==> config.mk <==
export PLATFORM = sky130hd
export DESIGN_NAME = approx_seq_divider
export DESIGN_NICKNAME = d
export VERILOG_FILES = /design/src/rtl/approx_div_pkg.sv /design/src/rtl/approx_div_step.sv /design/src/rtl/approx_seq_divider.sv
export SDC_FILE = /design/constraint.sdc
export NUM_CORES = 1
export LEC_CHECK = 0
export ABC_AREA = 1
export ABC_CLOCK_PERIOD_IN_PS = 15900
export BUFFER_PORTS_ARGS = -buffer_cell sky130_fd_sc_hd__buf_2
export CORE_MARGIN = 4
export CORE_UTILIZATION = 30
export CTS_CLUSTER_DIAMETER = 30
export DETAILED_ROUTE_END_ITERATION = 6
export SLEW_MARGIN = 25
export SYNTH_ARGS = -nofsm -noshare
export SYNTH_HDL_FRONTEND = slang
export SYNTH_SLANG_ARGS = --single-unit
==> constraint.sdc <==
create_clock -name clk -period 15.9 [get_ports clk]
set_clock_uncertainty 0.2 [all_clocks]
set_input_delay 4.77 -clock clk [delete_from_list [all_inputs] [get_ports clk]]
set_output_delay 4.77 -clock clk [all_outputs]
set_load 0.01 [all_outputs]
==> src/rtl/approx_div_pkg.sv <==
// Shared types and the approximate-cell selector for the sequential divider.
package approx_div_pkg;

  typedef enum logic [1:0] {
    IDLE = 2'd0,
    RUN  = 2'd1,
    DONE = 2'd2
  } state_e;

  // A cell is approximate in the lower-left triangle of the (step, column) grid.
  function automatic logic is_approx(input int i, input int j, input int k, input logic en);
    return en && ((i + j) < k);
  endfunction

endpackage

==> src/rtl/approx_div_step.sv <==
// One restoring-division row: W-column borrow chain of T[W-1:0] - d.
module approx_div_step
  import approx_div_pkg::*;
#(
  parameter int W  = 8,
  parameter int K  = 6,
  parameter int IW = (W > 1) ? $clog2(W) : 1
) (
  input  logic [W:0]    t_i,
  input  logic [W-1:0]  d_i,
  input  logic [IW-1:0] idx_i,
  input  logic          en_i,
  output logic          qbit_o,
  output logic [W-1:0]  r_o
);

  logic [W:0]   bchain;
  logic [W-1:0] diff;
  logic [W-1:0] ap;

  assign bchain[0] = 1'b0;

  for (genvar j = 0; j < W; j++) begin : g_col
    logic x, y;
    assign x        = t_i[j];
    assign y        = d_i[j];
    assign ap[j]    = is_approx(int'(idx_i), j, K, en_i);
    assign diff[j]  = ap[j] ? x : (x ^ y ^ bchain[j]);
    assign bchain[j+1] = ap[j] ? ~bchain[j]
                               : ((~x & y) | (~(x ^ y) & bchain[j]));
  end

  assign qbit_o = t_i[W] | ~bchain[W];
  assign r_o    = qbit_o ? diff : t_i[W-1:0];

endmodule

==> src/rtl/approx_seq_divider.sv <==
// Sequential restoring divider, one quotient bit per cycle, optional approximate cells.
module approx_seq_divider
  import approx_div_pkg::*;
#(
  parameter int W = 8,
  parameter int K = 6
) (
  input  logic           clk,
  input  logic           rst,
  input  logic           in_valid,
  output logic           in_ready,
  input  logic [2*W-1:0] n,
  input  logic [W-1:0]   d,
  input  logic           approx_en,
  output logic           out_valid,
  input  logic           out_ready,
  output logic [W-1:0]   q,
  output logic [W-1:0]   r,
  output logic           dz
);

  localparam int IW = (W > 1) ? $clog2(W) : 1;

  state_e         state_q, state_d;
  logic [2*W-1:0] n_q;
  logic [W-1:0]   d_q;
  logic           en_q;
  logic [W-1:0]   rem_q;
  logic [W-1:0]   quo_q;
  logic [IW-1:0]  i_q;
  logic           fin_q;
  logic [W-1:0]   q_q, r_q;
  logic           dz_q;

  logic [W:0]     t;
  logic           qbit;
  logic [W-1:0]   rnext;

  assign t = {rem_q, n_q[i_q]};

  approx_div_step #(.W(W), .K(K), .IW(IW)) u_step (
    .t_i    (t),
    .d_i    (d_q),
    .idx_i  (i_q),
    .en_i   (en_q),
    .qbit_o (qbit),
    .r_o    (rnext)
  );

  always_ff @(posedge clk or posedge rst) begin
    if (rst) state_q <= IDLE;
    else     state_q <= state_d;
  end

  always_comb begin
    state_d = state_q;
    case (state_q)
      IDLE:    if (in_valid)  state_d = RUN;
      RUN:     if (fin_q)     state_d = DONE;
      DONE:    if (out_ready) state_d = IDLE;
      default: state_d = IDLE;
    endcase
  end

  always_comb begin
    in_ready  = (state_q == IDLE);
    out_valid = (state_q == DONE);
  end

  // After the last bit, one extra RUN cycle commits the result so q/r/dz come from flops.
  always_ff @(posedge clk or posedge rst) begin
    if (rst) begin
      n_q   <= '0;
      d_q   <= '0;
      en_q  <= 1'b0;
      rem_q <= '0;
      quo_q <= '0;
      i_q   <= '0;
      fin_q <= 1'b0;
      q_q   <= '0;
      r_q   <= '0;
      dz_q  <= 1'b0;
    end else begin
      case (state_q)
        IDLE: if (in_valid) begin
          n_q   <= n;
          d_q   <= d;
          en_q  <= approx_en;
          rem_q <= n[2*W-1:W];
          quo_q <= '0;
          i_q   <= IW'(W - 1);
          fin_q <= 1'b0;
        end
        RUN: if (!fin_q) begin
          quo_q[i_q] <= qbit;
          rem_q      <= rnext;
          if (i_q == '0) fin_q <= 1'b1;
          else           i_q   <= i_q - 1'b1;
        end else begin
          q_q   <= quo_q;
          r_q   <= rem_q;
          dz_q  <= (d_q == '0);
          fin_q <= 1'b0;
        end
        default: ;
      endcase
    end
  end

  assign q  = q_q;
  assign r  = r_q;
  assign dz = dz_q;

endmodule

-- Word level (Yosys, flattened, before mapping)
Cells that the tools add are included.
Widths: inputs -> output; s select.
- word-level logic and storage cells: 157
- bits in registers: 56
- input bits: 29
- output and inout bits: 19
- eq/ne operators: 7
- bitwise operators: 61
- multiplexer cells: 40
- reduce and logical (&&, ||, !) cells: 19
- add/sub/neg operators: 8
- order comparisons: 11
- operators with widths (cell ; count):
    $lt 32x4->1 const B ; 7
    $mux 8 ; 5
    $pmux 8 s2 ; 2
    $not 1->1 ; 23
    $mux 1 ; 21
    $add 3x3->4 const B ; 4
    $and 1x1->1 ; 15
    $xor 1x1->1 ; 15
    $logic_and 1x1->1 ; 9
    $mux 3 ; 3
    $add 3x2->4 const B ; 2
    $bwmux 8 ; 1
    $logic_not 8->1 ; 1
    $ne 2x2->1 const B ; 4
    $or 1x1->1 ; 8
    $mux 2 ; 3
    $pmux 2 s3 ; 1
    $pmux 3 s2 ; 1
    $reduce_and 2->1 ; 3
    $reduce_and 3->1 ; 2
    $lt 3x5->1 const B ; 1
    $add 3x1->4 const B ; 1
    $lt 3x4->1 const B ; 1
    $reduce_and 4->1 ; 1
    12 further kinds ; 12

-- Depth between registers and ports, before layout
- depth after elaboration: 31
- gate-level depth with buffers: 38

-- Modules after synthesis
A second synthesis with hierarchy kept.
- cells, all modules: 441
- area total of the unflattened synthesis: 3306.9 um^2
- by module, submodules not included (module ; area each (um^2) ; cells each ; instances):
    approx_seq_divider ; 2653.8 ; 337 ; 1
    approx_div_step ; 653.1 ; 104 ; 1

-- Least setup slack after synthesis
OpenSTA, ideal clock, no wires.
- kind: input to register
- start: input port in_valid
- end: register rem_q[6]
- cell stages on the path: 7
- setup time: 0.123 ns
- path slack: 10.032 ns
- arrival time: 5.545 ns
- required time: 15.577 ns
- path buffers: 1
- path through: nand2_2 inv_2 nor2_4 inv_2 buf_2 nor2_1 a21oi_1
- longest elaborated chain between the ends: 2
- ends and longest elaborated chain (what ; line ; RTL):
    start, declared ; approx_seq_divider.sv:10 ; input logic in_valid,
    $ne 2x2->1 (no line) ; - ;
    $reduce_and 3->1 (no line) ; - ;
    end signal, assigned ; approx_seq_divider.sv:89 ; rem_q <= n[2*W-1:W];
    end signal, assigned ; approx_seq_divider.sv:96 ; rem_q <= rnext;
    end, declared ; approx_seq_divider.sv:28 ; logic [W-1:0] rem_q;
No other way between the ends.
A chain may end at the register's enable or synchronous reset.

-- Worst setup path after layout
- start: input port in_valid
- end: register quo_q[6]
- longest elaborated chain between the ends: 2
- ends and longest elaborated chain (what ; line ; RTL):
    $ne 2x2->1 (no line) ; - ;
    $reduce_and 3->1 (no line) ; - ;
    end signal, assigned by index ; approx_seq_divider.sv:95 ; quo_q[i_q] <= qbit;
    end, declared ; approx_seq_divider.sv:29 ; logic [W-1:0] quo_q;
No other way between the ends.

==> impl_metrics.toml <==
[power_and_ir_drop]
power.total_mw = 0.7620
switching_share_pct = 48.15
ir_worst_vdd_uv = 73.51
power.switching_mw = 0.3669
p_per_area_nw_per_um2 = 222.6
clockPowerShare_pct = 11.1
power_frac_comb_pct = 54.8
p_seq_share_pct = 34.1
p_leak_nw = 1.847
power.internal_mw = 0.3951

[placed_design]
postPlaceCellArea_sq_um = 3324
portBuffers = 47
preCtsSetupSlack_ns = 9.203
post-dp-hpwl_mm = 5.025
finalWeightedCongestion = 0.8230

[synthesis]
yosysMostFrequentCell = "nand2_1"
yosysTopAreaCellShare_pct = 46.82
synthArstFlopShare_pct = 100.0
synth_edf_count = 0
synth_flop_cell = "dfrtp_1"
syn-cell-area_sq_um = 2993
yosys_register_bits = 56
synth_cells = 374
synth_common_cells = "nand2_1 (115), dfrtp_1 (56), inv_1 (50), o21ai_0 (39), nand3_1 (27)"
synth.largest_area_cell = "dfrtp_1"
yosysUniqueCellTypes = 29
synth-seq-area-share_pct = 46.82
ys_warn_count = 0
syn_nets = 414
postSynthAreaPerCell_sq_um = 8.002
ys_top_cells_by_area = "dfrtp_1 (47%), nand2_1 (14%), o21ai_0 (6.5%), inv_1 (6.3%), fa_1 (4.7%)"

[critical_path]
cp_max_fo = 37
worstSetupEndpointType = "register"
cp_data_required_time_ns = 15.97
worstPathArrival_ns = 6.41
start_kind = "input pin"
path_class = "in2reg"
r2r_setup_slack_ns = 9.78

[sta]
finalCritPeriodShare_pct = 39.86
finalCriticalPeriod_ns = 6.338
final_hold_viol_count = 0
final_max_slew_viol_count = 0
grt_setup_unrepaired = "no"
worstMarginPinSlew_ns = 0.7082
setup_viol = 0
tns_ns = 0
worst_slack_ns = 9.562
max-slew-margin-rel_pct = 52.78
fmax_mhz = 157.8

[cells_and_area]
syn_to_final_growth_pct = 14.38
regArea_sq_um = 1401
fillers = 1073
drive_above_1_share_pct = 17.99
final_cell_area_sq_um = 3423
multi_input_area_sq_um = 1306
final_core_util_pct = 35.19
diodes = 0
nets = 456

[floorplanning]
dieArea_sq_um = 11640
coreArea_sq_um = 9729
initial_core_util_pct = 30.76
row_count = 36
io_pins = 48
dieHeight_um = 107.9
die_w_um = 107.9

[clocking]
clk_pin_slew_worst_paths_ns = 0.12
htreeDepth = 2
clock-sinks = 56
cts_tree = "built"
clk_path_buf_depth = 2
cts_root_buf = "clkbuf_8"
cts_buffers = 5
cts_setup_buffers = 0
cts_hold_buf = 0
cts_resized = 0
clk_latency_ns = 0.32

[detailed_routing]
route.vias.total = 2465
totalWireLength_mm = 6.855
wire_per_inst_um = 12.46
drc = 0
dr.pass1.iters = 4
drt_iter0_drc = 167
routed_via_density = 4.482
detail-route-antenna-nets = 0

[global_route]
grt_use_total_pct = 12.60
antenna_found_initial = 0
grt_pass1_wl_mm = 11.75
overflow = 0
grt_max_degree = 57
grt_pass1_vias = 2388

[flow_run]
maxCapViolCount = 0

[min_path]
holdCritPathClass = "reg2reg"

[status]
status = "finished clean"
layout make-up:
class / instances / area share [%]
timing repair buffer: 48 / 7.091
tap: 133 / 4.861
inverter: 56 / 6.140
multi-input combinational: 249 / 38.16
clock inverter: 3 / 0.8041
sequential: 56 / 40.94
clock buffer: 5 / 2.010
placed cells by master (no fill, tap or decap), types with 2 or more instances in the layout:
cell | Yosys | final
dfrtp_1 | 56 | 56
o21ai_1 | 4 | 4
nand2_1 | 115 | 114
fa_1 | 7 | 7
a21oi_1 | 18 | 18
nand3_2 | 2 | 2
inv_1 | 50 | 49
nand2_2 | 1 | 2
nor2_1 | 12 | 12
o31ai_1 | 3 | 3
nand4_1 | 4 | 4
ha_1 | 4 | 4
nor2_4 | 4 | 4
nor3_1 | 2 | 2
clkbuf_8 | 0 | 5
o21ai_0 | 39 | 39
inv_2 | 6 | 7
buf_2 | 2 | 47
nand3_1 | 27 | 27
worst max-delay path, cell delays in order:
cell and delay, ns:
buf_2 0.08, nand2_2 0.16, inv_2 0.50, nor2_4 0.14, inv_2 0.27, nand3_1 0.16
a21oi_1 0.17, o21ai_1 0.09, inv_1 0.06
state kept, by name, summed over array words and instances, names as in the netlist:
name,count
i_q,3
rem_q,8
r,8
dz,1
state_q,2
n_q,8
fin_q,1
quo_q,8
q,8
en_q,1
d_q,8
stage by stage:
stage               std cells  hold WS [ns]
finish                    550        0.2886
global route              550        0.3206
CTS                       550        0.2956
detailed placement        542        0.2666
global placement          542        0.2645
floorplan                 374        0.2488
power groups by stage:
stage | clock (mW) | combinational (mW) | sequential (mW)
finish | 0.0843 | 0.418 | 0.260
floorplan | 0 | 0.333 | 0.254
global placement | 0 | 0.407 | 0.262
detailed placement | 0 | 0.417 | 0.264
global route | 0.0915 | 0.495 | 0.270
CTS | 0.0868 | 0.421 | 0.261
worst paths after layout:
check | from | to | cells past startpoint
max | in_valid | quo_q[6] | 9
min | r[6] | r[6] | 2
max reg2reg | i_q[0] | rem_q[0] | 33
min reg2reg | r[6] | r[6] | 2
max in group asynchronous | rst | i_q[1] | 3
min in group asynchronous | rst | r[6] | 3
cell families (layout without fill, tap and decap cells):
logic type	after synthesis	count (layout)	synth area share (%)
AND/OR/NAND/NOR	171	171	25.46
buffers and inverters	69	112	9.615
AO/OA/AOI/OAI	67	67	11.75
flip-flops	56	56	46.82
adder cells (fa/ha/maj)	11	11	6.354
routing by layer:
layer / share of wire (%) / wire [um] / global-route usage, % / vias to the layer above
met5: 0 / 0 / 0 / -
met4: 0.96 / 66 / 2.795 / 0
met3: 5.7 / 390 / 2.579 / 6
met2: 44 / 3031 / 19.36 / 58
met1: 49 / 3366 / 18.27 / 1137
li1: - / - / - / 1264
No activity file was read; power rests on OpenSTA's default activity.
